`config.mk`:
```
export PLATFORM = sky130hd
export DESIGN_NAME = timerio
export DESIGN_NICKNAME = d
export VERILOG_FILES = /design/src/rtl/timerio_pkg.sv /design/src/rtl/timerio_presc.sv /design/src/rtl/timerio.sv
export SDC_FILE = /design/constraint.sdc
export NUM_CORES = 1
export LEC_CHECK = 0
export CORE_MARGIN = 4
export CORE_UTILIZATION = 39
export DETAILED_ROUTE_END_ITERATION = 7
export SYNTH_ARGS = -nofsm -noshare
export SYNTH_HDL_FRONTEND = slang
export SYNTH_SLANG_ARGS = --single-unit
export TNS_END_PERCENT = 20
```
`constraint.sdc`:
```
create_clock -name clk -period 2.2 [get_ports clk]
set_input_delay 0.55 -clock clk [delete_from_list [all_inputs] [get_ports clk]]
set_output_delay 0.55 -clock clk [all_outputs]
set_load 0.005 [all_outputs]
```
`src/rtl/timerio_pkg.sv`:
```
// Shared constants for the timerio peripheral: register map, CTRL/STAT bit positions
// and reset defaults.
package timerio_pkg;

    localparam logic [2:0] TMR_CTRL  = 3'd0;
    localparam logic [2:0] TMR_STAT  = 3'd1;
    localparam logic [2:0] TMR_CNT_H = 3'd2;
    localparam logic [2:0] TMR_CNT_L = 3'd3;
    localparam logic [2:0] TMR_RLD_H = 3'd4;
    localparam logic [2:0] TMR_RLD_L = 3'd5;
    localparam logic [2:0] TMR_CAP_H = 3'd6;
    localparam logic [2:0] TMR_CAP_L = 3'd7;

    localparam int CTRL_EN      = 0;
    localparam int CTRL_AR      = 1;
    localparam int CTRL_IE      = 2;
    localparam int CTRL_PSEL_LO = 3;
    localparam int CTRL_PSEL_HI = 5;
    localparam int CTRL_CIE     = 6;

    localparam int STAT_OVF = 0;
    localparam int STAT_CAP = 1;

    localparam int          TMR_PRESC_W      = 8;
    localparam logic [15:0] TMR_RESET_RELOAD = 16'hFFFF;

endpackage

```
`src/rtl/timerio_presc.sv`:
```
// Prescaler for timerio: free-running counter held at zero by clr; tick fires when the
// low sel bits are all ones, giving a divide ratio of 2^sel (sel=0 ticks every cycle).
module timerio_presc
    import timerio_pkg::*;
#(
    parameter int PRESC_W = TMR_PRESC_W
) (
    input  logic       clk,
    input  logic       rst,
    input  logic       clr,
    input  logic [2:0] sel,
    output logic       tick
);

    logic [PRESC_W-1:0] presc;
    logic [PRESC_W-1:0] mask;
    int                 sel_lim;

    // Selections beyond the counter width saturate to the widest divide.
    always_comb begin
        sel_lim = (int'(sel) >= PRESC_W) ? PRESC_W - 1 : int'(sel);
        mask    = '0;
        for (int i = 0; i < PRESC_W; i++) begin
            mask[i] = (i < sel_lim);
        end
    end

    always_ff @(posedge clk or negedge rst) begin
        if (!rst) begin
            presc <= '0;
        end else if (clr) begin
            presc <= '0;
        end else begin
            presc <= presc + PRESC_W'(1);
        end
    end

    assign tick = ~clr & ((presc & mask) == mask);

endmodule

```
`src/rtl/timerio.sv`:
```
// 16-bit programmable down-counter on the 6801 bus with atomic 8-bit register access.
// Optional input capture is built when TIMERIO_CAPTURE_EN is defined.
module timerio
    import timerio_pkg::*;
#(
    parameter int          PRESC_W      = TMR_PRESC_W,
    parameter logic [15:0] RESET_RELOAD = TMR_RESET_RELOAD
) (
    input  logic       clk,
    input  logic       rst,
    output logic       irq,
    input  logic [2:0] AD,
    input  logic [7:0] DI,
    output logic [7:0] DO,
    input  logic       rw,
    input  logic       cs,
    input  logic       cap_in
);

    logic        en;
    logic        ar;
    logic        ie;
    logic        cie;
    logic [2:0]  psel;
    logic        ovf;
    logic        cap_flag;
    logic [15:0] cnt;
    logic [15:0] rld;
    logic [7:0]  hi_buf;
    logic [7:0]  lo_buf;
    logic        tick;
    logic        expire;

    logic wr;
    logic rd;
    logic wr_ctrl;
    logic wr_stat;
    logic wr_rld_h;
    logic wr_rld_l;
    logic rd_cnt_h;

    assign wr       = cs & ~rw;
    assign rd       = cs & rw;
    assign wr_ctrl  = wr && (AD == TMR_CTRL);
    assign wr_stat  = wr && (AD == TMR_STAT);
    assign wr_rld_h = wr && (AD == TMR_RLD_H);
    assign wr_rld_l = wr && (AD == TMR_RLD_L);
    assign rd_cnt_h = rd && (AD == TMR_CNT_H);

    timerio_presc #(
        .PRESC_W (PRESC_W)
    ) u_presc (
        .clk  (clk),
        .rst  (rst),
        .clr  (~en),
        .sel  (psel),
        .tick (tick)
    );

    assign expire = tick && (cnt == 16'h0000);

    always_ff @(posedge clk or negedge rst) begin
        if (!rst) begin
            en     <= 1'b0;
            ar     <= 1'b0;
            ie     <= 1'b0;
            psel   <= 3'd0;
            ovf    <= 1'b0;
            cnt    <= RESET_RELOAD;
            rld    <= RESET_RELOAD;
            hi_buf <= 8'h00;
            lo_buf <= 8'h00;
        end else begin
            // A CPU write to CTRL overrides the one-shot self-disable on the same edge.
            if (wr_ctrl) begin
                en   <= DI[CTRL_EN];
                ar   <= DI[CTRL_AR];
                ie   <= DI[CTRL_IE];
                psel <= DI[CTRL_PSEL_HI:CTRL_PSEL_LO];
            end else if (expire && !ar) begin
                en <= 1'b0;
            end

            // Hardware set wins over a simultaneous write-1-to-clear.
            ovf <= (ovf & ~(wr_stat & DI[STAT_OVF])) | expire;

            if (wr_rld_h) hi_buf <= DI;
            if (rd_cnt_h) lo_buf <= cnt[7:0];
            if (wr_rld_l) rld    <= {hi_buf, DI};

            if (tick) begin
                if (cnt != 16'h0000) begin
                    cnt <= cnt - 16'd1;
                end else if (ar) begin
                    cnt <= rld;
                end
            end else if (wr_rld_l && !en) begin
                cnt <= {hi_buf, DI};
            end
        end
    end

`ifdef TIMERIO_CAPTURE_EN
    logic [2:0]  cap_sync;
    logic [15:0] cap_val;
    logic [7:0]  cap_lo_buf;
    logic        cap_rise;
    logic        rd_cap_h;

    assign cap_rise = cap_sync[1] & ~cap_sync[2];
    assign rd_cap_h = rd && (AD == TMR_CAP_H);

    always_ff @(posedge clk or negedge rst) begin
        if (!rst) begin
            cap_sync   <= 3'b000;
            cap_val    <= 16'h0000;
            cap_lo_buf <= 8'h00;
            cap_flag   <= 1'b0;
            cie        <= 1'b0;
        end else begin
            cap_sync <= {cap_sync[1:0], cap_in};
            if (cap_rise) cap_val    <= cnt;
            if (rd_cap_h) cap_lo_buf <= cap_val[7:0];
            if (wr_ctrl)  cie        <= DI[CTRL_CIE];
            cap_flag <= (cap_flag & ~(wr_stat & DI[STAT_CAP])) | cap_rise;
        end
    end
`else
    logic unused_cap_in;

    assign unused_cap_in = cap_in;
    assign cap_flag      = 1'b0;
    assign cie           = 1'b0;
`endif

    assign irq = (ovf & ie) | (cap_flag & cie);

    always_comb begin
        DO = 8'h00;
        case (AD)
            TMR_CTRL:  DO = {1'b0, cie, psel, ie, ar, en};
            TMR_STAT:  DO = {6'b000000, cap_flag, ovf};
            TMR_CNT_H: DO = cnt[15:8];
            TMR_CNT_L: DO = lo_buf;
            TMR_RLD_H: DO = rld[15:8];
            TMR_RLD_L: DO = rld[7:0];
`ifdef TIMERIO_CAPTURE_EN
            TMR_CAP_H: DO = cap_val[15:8];
            TMR_CAP_L: DO = cap_lo_buf;
`endif
            default:   DO = 8'h00;
        endcase
    end

endmodule

```
After elaboration in Yosys (flattened, before gate mapping):

Index checks and enable logic that the tools add are counted.

* bits in registers: 63
* output and inout bits: 9

* $add $sub $neg: 2
* $lt $le $gt $ge: 7
* equal/unequal tests: 7
* mux-type cells: 8
* bitwise operators: 10
* reduce and logical (&&, ||, !) cells: 16

Operator list (number)
* 2-to-1 mux 16 bit: 4
* case mux 8 bit (6 select lines): 1
* logical NOT 16 bit: 1
* nonzero test 16 bit: 1
* subtractor 16 x 1 -> 16 bit (second input constant): 1
* less-than comparator 3 bit (first input constant): 3
* adder 8 x 1 -> 8 bit (second input constant): 1
* bitwise AND 8 x 7 -> 8 bit: 1
* == test 8 x 7 -> 1 bit: 1
* logical AND 1 bit: 8
* 2-to-1 mux 8 bit: 1
* bitwise AND 1 bit: 6
* == test 3 x 2 -> 1 bit (second input constant): 2
* == test 3 bit (second input constant): 2
* less-than comparator 1 x 3 -> 1 bit (first input constant): 2
* less-than comparator 2 x 3 -> 1 bit (first input constant): 2
* nonzero test 2 bit: 2
* == test 3 x 1 -> 1 bit (second input constant): 1
* logical NOT 3 bit: 1
* inequality test 3 x 2 -> 1 bit (second input constant): 1
* logical NOT 1 bit: 2
* 2-to-1 mux 1 bit: 2
* NOT 1 bit: 2
* AND reduction 2 bit: 1
* bitwise OR 1 bit: 1

Logic depth before layout (Yosys ltp):

Gate-level depths: netlist (run 1).

* depth in word-level cells: 8
* mapped depth: 11

Modules after synthesis:

Synthesis (run 1) repeated with hierarchy kept, for this count alone.

* cells, all modules: 347
* area total of the unflattened synthesis: 3602.2 um^2

By module, submodules not included
* timerio: instances 1, cells each 311, area an instance 3253.1 um^2, seq. area each 1416.4 um^2
* timerio_presc: instances 1, cells each 36, area an instance 349.1 um^2, seq. area each 175.2 um^2

Worst setup path after synthesis (run 1):

No wires, ideal clock.

* path kind: reg2reg
* start: register cnt[0]
* end: register cnt[8]
* arrival: 2.105 ns
* data required time: 2.118 ns
* setup slack: 0.014 ns
* stages on the path, launching flop included: 10
* buffers on the path: 2
* cells stage by stage: dfstp_2 clkbuf_1 inv_1 ha_1 nor4b_1 nand4_1 clkbuf_1 o32a_1 o211ai_1 a22oi_1

* cells in the longest elaborated chain, start to end: 3

Ends and longest elaborated chain
* start, declared: line timerio.sv:27 `logic [15:0] cnt;`
* start signal, assigned: line timerio.sv:93 `cnt <= cnt - 16'd1;`
* start signal, assigned: line timerio.sv:95 `cnt <= rld;`
* start signal, assigned: line timerio.sv:98 `cnt <= {hi_buf, DI};`
* subtractor 16 x 1 -> 16 bit / nonzero test 16 bit (equally long branches): line timerio.sv:93, timerio.sv:92
* 2-to-1 mux 16 bit / inequality test 3 x 2 -> 1 bit (equally long branches)
* 2-to-1 mux 16 bit / AND reduction 2 bit (equally long branches)

Parallel ways exist; a longest one is shown, timed or not.
A chain may end at the register's enable or synchronous reset.

Worst setup path after layout (run 1):

* start: input port AD[0]
* end: output port DO[6]

* cells in the longest elaborated chain, start to end: 2

Ends and longest elaborated chain
* start, declared: line timerio.sv:12 `input logic [2:0] AD,`
* == test 3 bit, or another cell as far along: line timerio.sv:140 `case (AD)`
* case mux 8 bit (6 select lines) *: line timerio.sv:140
* end, declared: line timerio.sv:14 `output logic [7:0] DO,`

Every way passes the cells marked *; elsewhere a longest branch is shown, timed or not.

==> results of run 1 <==
-- where the power goes --
part	internal [mW]	leakage [nW]	switching, mW	total [mW]
sequential	1.69	0.710	0.461	2.15
combinational	0.806	1.05	0.770	1.58
clock	0.781	0.126	0.468	1.25
-- synthesized netlist by cell type (4+ instances only) --
cell type,n
mux2_2,36
dfstp_2,32
nand2_1,32
dfrtp_1,30
nor2_1,26
a31oi_1,11
mux2i_1,11
and2_1,10
inv_1,10
o21ai_0,9
clkbuf_1,7
o211ai_1,7
a21oi_1,6
nand3_1,6
xnor2_1,6
a221oi_1,5
a22oi_1,5
nand2b_1,5
o31ai_1,5
buf_2,4
buf_6,4
nand4_1,4
nor3_1,4
o221ai_1,4
-- routing by layer --
metal / vias up / routed length [um] / part of all wire / track usage
met5: - / 0 / 0 / 0
met4: 0 / 296 / 0.029 / 0.0722
met3: 23 / 533 / 0.053 / 0.0379
met2: 96 / 5110 / 0.50 / 0.329
met1: 1458 / 4190 / 0.41 / 0.245
li1: 1369 / - / - / -
-- worst reg2reg max path: stages, from the launching register on --
cell and delay, ns:
dfstp_2 0.37, inv_1 0.09, ha_1 0.18, nor4b_2 0.33
and4_4 0.29, nand2b_2 0.09, a31o_4 0.31, buf_4 0.17
a32o_1 0.22
-- sequential cells by signal (all words and copies together), names as in the netlist --
register / flops
hi_buf: 8
ar: 1
ovf: 1
rld: 16
cnt: 16
en: 1
ie: 1
u_presc.presc: 7
psel: 3
lo_buf: 8
-- final cells by class --
| class | count | area [um2] | share of cell area |
|---|---|---|---|
| timing repair buffer | 75 | 619 | 0.137 |
| clock buffer | 10 | 138 | 0.0305 |
| inverter | 10 | 37.5 | 0.00833 |
| sequential | 62 | 1590 | 0.353 |
| tap | 108 | 135 | 0.0300 |
| multi-input combinational | 242 | 1880 | 0.417 |
| clock inverter | 6 | 109 | 0.0241 |
-- through the flow --
stage	instances	area, um2
after floorplan	333	3570
after global placement	494	4190
after detailed placement	494	4190
after CTS	513	4510
after global routing	513	4510
final	513	4510
-- worst paths after layout --
check / from / end / slack (ns) / depth (start not counted)
hold reg to reg: cnt[11]$_DFFE_PN1P_ / cnt[11]$_DFFE_PN1P_ / 0.51 / 2
hold / removal: rst / lo_buf[0]$_DFFE_PN0P_ / 0.18 / 2
setup reg to reg: cnt[1]$_DFFE_PN1P_ / cnt[10]$_DFFE_PN1P_ / 0.10 / 8
min in group clk: cnt[11]$_DFFE_PN1P_ / cnt[11]$_DFFE_PN1P_ / 0.51 / 2
setup / recovery: AD[0] / DO[6] / 0.09 / 6
max in group asynchronous: rst / rld[9]$_DFFE_PN1P_ / 1.67 / 2
-- cells by family (layout without fill, tap and decap cells) --
| group | after synthesis | after routing | synth area share |
|---|---|---|---|
| compound gates | 75 | 75 | 0.160 |
| simple gates | 109 | 109 | 0.172 |
| xor+xnor | 8 | 8 | 0.0196 |
| fa+ha+maj | 3 | 3 | 0.0105 |
| flops | 62 | 62 | 0.446 |
| mux | 47 | 47 | 0.145 |
| buf+inv | 29 | 101 | 0.0467 |
-- timing repair --
action	4_1_cts	5_1_grt
endpoints found under the setup margin	24	16
setup buffers	3	0
resized for setup	45	9
pin swaps	2	0
endpoints found under the hold margin	0	0
==> impl_results.md, run 1 <==
- Status: complete, no violations
- YS warnings: 0
- Worst EP arrival: approximately 1.6 ns
- Fillers: approximately 830
- Drt total wl: ~10 mm
- CP dominant cell by count: buf_6
- Final worst setup slack: about 0.092 ns
- Type of the tightest min-delay check: primary input to async pin
- # IOs: 25
- IO buf count: 23
- H-tree depth: 3
- Most used flip-flop cell after synthesis: dfstp_2
- First-pass DRT Iterations: 5
- Iteration-0 DRC Markers: between 200 and 250
- Req. time, crit path: about 1.7 ns
- Clk_lat worst skew: 0.34 ns
- Syn_nets: ~350
- Worst-case clock buffer depth: 2
- Distinct cell type count after synthesis: 57
- Commonest non-fill, non-tap cell in the layout: buf_4
- Drt wl/cell: approximately 20 um
- Largest net degree at the start of global routing: 63
- Final Cycle Share: 0.958
- Seq/Total Area, Yosys: 0.446
- Die X: between 100 and 150 um
- Vias/cell: roughly 5.7
- Max_cap viols: 0
- Max Freq: around 0.47 GHz
- Hold buffer count at cts: 0
- Unrepaired setup endpoints after global routing: false
- Layout cells sized above 1: 0.432
- Setup CP Type: primary input to output pin
- Post-Syn Instances: 333
- DRC: 0
- Top cells by area, synth: dfstp_2, dfrtp_1, mux2_2
- Delay-heaviest family, CP: buffers and inverters
- # rows: 34
- Initial antenna violation count: 0
- Worst slew pin tran: ~0.59 ns
- DP Worst Slack: -0.615 ns
- Peak VDD IR: ~0.37 mV
- Dpl hpwl: ~7.4 mm
- Critical Path Start Type: primary input
- First-pass GRT wire length: 16.3 mm
- Crit Path Max Fanout: 6
- Slowest library cell on the worst path: dlygate4sd2_1
- ANT cells: 0
- Die Area: between 10000 and 15000 um2
- Root buffer cell: clkbuf_8
- Max_slew headroom: 0.608
- Crit-path cells: buf_2, buf_6, buf_6, mux2i_2, o22ai_2, dlygate4sd2_1
- CTS tree: done
- Mapped Area: between 3000 and 4000 um2
- Fin util: 0.512
- Endpoints failing setup: 0
- Initial Util: 0.405
- CP Capture Type: output pin
- Area Overhead vs Synth: 26.4%
- Max-slew violations: 0
- EDFF count, synth: 0
- Die H: ~100 um
- Layout net count: ~420
- LEAKAGE: ~1.9 nW
- Tot Pwr: between 4 and 5 mW
- Top cell type's share of synthesized area: 0.236
- Largest area contributor in the netlist: dfstp_2
- Final Skew: 0.00773 ns
- Vias in the first global route: around 3000
- Hold Vio Cnt, Final: 0
- Vias: 2946
- Grt ovf: 0
- Most frequent cells in the layout: buf_4, mux2_2, nand2_1, dfstp_2, dfrtp_1
- Flop and latch count out of synthesis: 62
- CP peak stage delay: around 0.27 ns
- Core area: around 8800 um2
- Post-synthesis average cell area: approximately 11 um2
- Clk sinks: 62
- Post-synth ARST share: 1.00
- PwrDens: about 1100 nW/um2
- Tot GR Track Use: 0.194
- Total Neg Setup Slack: 0 ns
- CP Buf/Inv Count: 4
- GPL Wtd Cong: 0.953
- Register clock-pin slew on the reported worst setup and hold paths: ~0.070 ns
- Final min period: ~2.1 ns
- CTS Buf Count: 9
- WHS: about 0.18 ns
- Final ANT Viol Nets: 0
Note: power is estimated with default switching activity, not from simulation.
==> run 2, diff against run 1 <==
==> constraint.sdc (replaced) <==
create_clock -name clk -period 2.2 [get_ports clk]
set_input_delay 0.55 -clock clk [delete_from_list [all_inputs] [get_ports clk]]
set_output_delay 0.55 -clock clk [all_outputs]
set_load 0.01 [all_outputs]
==> impl_results.md, run 2 (synthesis results as in run 1) <==
- CP peak stage delay: 0.27 ns (about the same)
- First-pass GRT wire length: 16.7 mm (+2.2%)
- Iteration-0 DRC Markers: 127 (-48%)
- # IOs: 25 (unchanged)
- Drt wl/cell: 19.6 um (-0.94%)
- Endpoints failing setup: 0 (unchanged)
- Max_cap viols: 0 (unchanged)
- Commonest non-fill, non-tap cell in the layout: buf_4
- Tot GR Track Use: 0.196 (+0.00212)
- Clock power share: 0.209 (-0.042)
- CTS tree: done
- Req. time, crit path: 1.65 ns (about the same)
- Dpl cell area: 4210 um2 (+0.36%)
- CP Buf/Inv Count: 4 (unchanged)
- Max-slew violations: 0 (unchanged)
- Initial Util: 0.405 (unchanged)
- Delay-heaviest family, CP: buffers and inverters
- H-tree depth: 3 (unchanged)
- Clk_lat worst skew: 0.35 ns (about the same)
- Hold Vio Cnt, Final: 0 (unchanged)
- Type of the tightest min-delay check: primary input to async pin
- Grt ovf: 0 (unchanged)
- Dpl hpwl: 7.39 mm (about the same)
- IO buf count: 23 (unchanged)
- WHS: 0.183 ns (+0.00395 ns)
- PwrDens: 1060 nW/um2 (-4.1%)
- GPL Wtd Cong: 0.932 (-2.2%)
- Unrepaired setup endpoints after global routing: false
- Dpl cells: 496 (+0.40%)
- Max Freq: 0.469 GHz (-1.1%)
- DRC: 0 (unchanged)
- Tot Pwr: 4.73 mW (-4.9%)
- Status: complete, no violations
- Final Cycle Share: 0.969 (+0.0104)
- Max_slew headroom: 0.733 (+0.124)
- Worst-case clock buffer depth: 2 (unchanged)
- LEAKAGE: 1.85 nW (-1.7%)
- CTS Buf Count: 9 (unchanged)
- Worst EP arrival: 1.58 ns (+0.02 ns)
- Critical Path Start Type: primary input
- Initial antenna violation count: 0 (unchanged)
- Largest regs: cnt x16, rld x16
- Layout net count: 420 (+0.24%)
- Die X: 104 um (unchanged)
- Sw Ratio: 0.354 (+0.0126)
- Fin util: 0.507 (-0.00469)
- Seq pwr share: 0.454 (+0.022)
- Crit-path cells: dlygate4sd2_1, buf_6, buf_4, nor2_1, a21oi_1, a21oi_1, buf_2
- Most frequent cells in the layout: buf_4, mux2_2, nand2_1, dfstp_2, dfrtp_1
- Crit Path Max Fanout: 7 (+1)
- First-pass DRT Iterations: 4 (-1)
- Worst slew pin tran: 0.398 ns (-0.188 ns)
- Final Skew: 0.0100 ns (+0.00230 ns)
- Setup CP Type: primary input to output pin
- Design Area, Final: 4470 um2 (-0.92%)
- CP Capture Type: output pin
- # rows: 34 (unchanged)
- Peak VDD IR: 0.432 mV (+18%)
- DP Worst Slack: -0.677 ns (-0.0612 ns)
- Fin cells: 514 (+0.19%)
- Fillers: 815 (-1.7%)
- CP dominant cell by count: a21oi_1
- Slowest library cell on the worst path: dlygate4sd2_1
- Die H: 104 um (unchanged)
- Hold buffer count at cts: 0 (unchanged)
- Core area: 8810 um2 (unchanged)
- Pint: 3.06 mW (-6.8%)
- Largest net degree at the start of global routing: 63 (unchanged)
- Combinational share of power: 0.336 (+0.019)
- Register clock-pin slew on the reported worst setup and hold paths: 0.07 ns (about the same)
- Final worst setup slack: 0.0691 ns (-0.0229 ns)
- ANT cells: 0 (unchanged)
- Final ANT Viol Nets: 0 (unchanged)
- Vias: 2925 (-0.71%)
- Clk sinks: 62 (unchanged)
- Final min period: 2.13 ns (+0.0229 ns)
- Drt total wl: 10.1 mm (-0.75%)
- Vias in the first global route: 3107 (+4.6%)
- Psw: 1.67 mW (-1.4%)
- Root buffer cell: clkbuf_8
- Die Area: 10700 um2 (unchanged)
- Total Neg Setup Slack: 0 ns (unchanged)
- Area Overhead vs Synth: 25.3%
- Vias/cell: 5.69 (-0.91%)
- Layout cells sized above 1: 0.429 (-0.00353)
-- run 2: area by class of cell --
cell class | count | area, um2 | share of cell area
Multi-Input combinational cell | 242 | 1890 | 0.423
Sequential cell | 62 | 1590 | 0.356
Timing Repair Buffer | 76 | 627 | 0.140
Clock buffer | 14 | 153 | 0.0342
Tap cell | 108 | 135 | 0.0303
Inverter | 10 | 37.5 | 0.00840
Clock inverter | 2 | 35.0 | 0.00784
-- run 2: power groups by stage --
stage               Clock, mW  Combinational [mW]  Sequential [mW]
floorplan                   0                1.03             1.98
global placement            0                1.53             2.14
detailed placement          0                1.56             2.15
CTS                      1.02                1.58             2.15
global route             1.08                1.75             2.21
finish                  0.990                1.59             2.15
-- run 2: final timing paths --
| path | cells after the start | end | start | slack (ns) |
|---|---|---|---|---|
| max | 7 | DO[4] | AD[2] | 0.07 |
| min | 2 | lo_buf[0]$_DFFE_PN0P_ | rst | 0.18 |
| max reg2reg | 8 | cnt[0]$_DFFE_PN1P_ | cnt[1]$_DFFE_PN1P_ | 0.13 |
| min reg2reg | 2 | cnt[11]$_DFFE_PN1P_ | cnt[11]$_DFFE_PN1P_ | 0.51 |
| max in group asynchronous | 2 | cnt[4]$_DFFE_PN1P_ | rst | 1.66 |
| min in group clk | 2 | cnt[11]$_DFFE_PN1P_ | cnt[11]$_DFFE_PN1P_ | 0.51 |
-- run 2: repair_timing --
action                     in CTS  in global routing
cloned                          0                  0
pin swaps                       1                  0
buffers inserted                2                  0
gates resized for setup        49                  9
setup endpoints to repair      23                 14
-- run 2: routing by layer --
metal  up-vias  wire length (um)  track usage
met5         -                 0            0
met3        30               402       0.0373
li1       1364                 -            -
met4         0               428        0.102
met1      1457              4240        0.243
met2        74              4980        0.324
==> run 3, diff against run 2 <==
--- a/config.mk
+++ b/config.mk
@@ -7,6 +7,7 @@
 export LEC_CHECK = 0
 export CORE_MARGIN = 4
 export CORE_UTILIZATION = 39
+export CTS_CLUSTER_SIZE = 10
 export DETAILED_ROUTE_END_ITERATION = 7
 export SYNTH_ARGS = -nofsm -noshare
 export SYNTH_HDL_FRONTEND = slang
==> results of run 3 <==
Same layout as run 2: the final DEF is identical, and so are final timing and power.
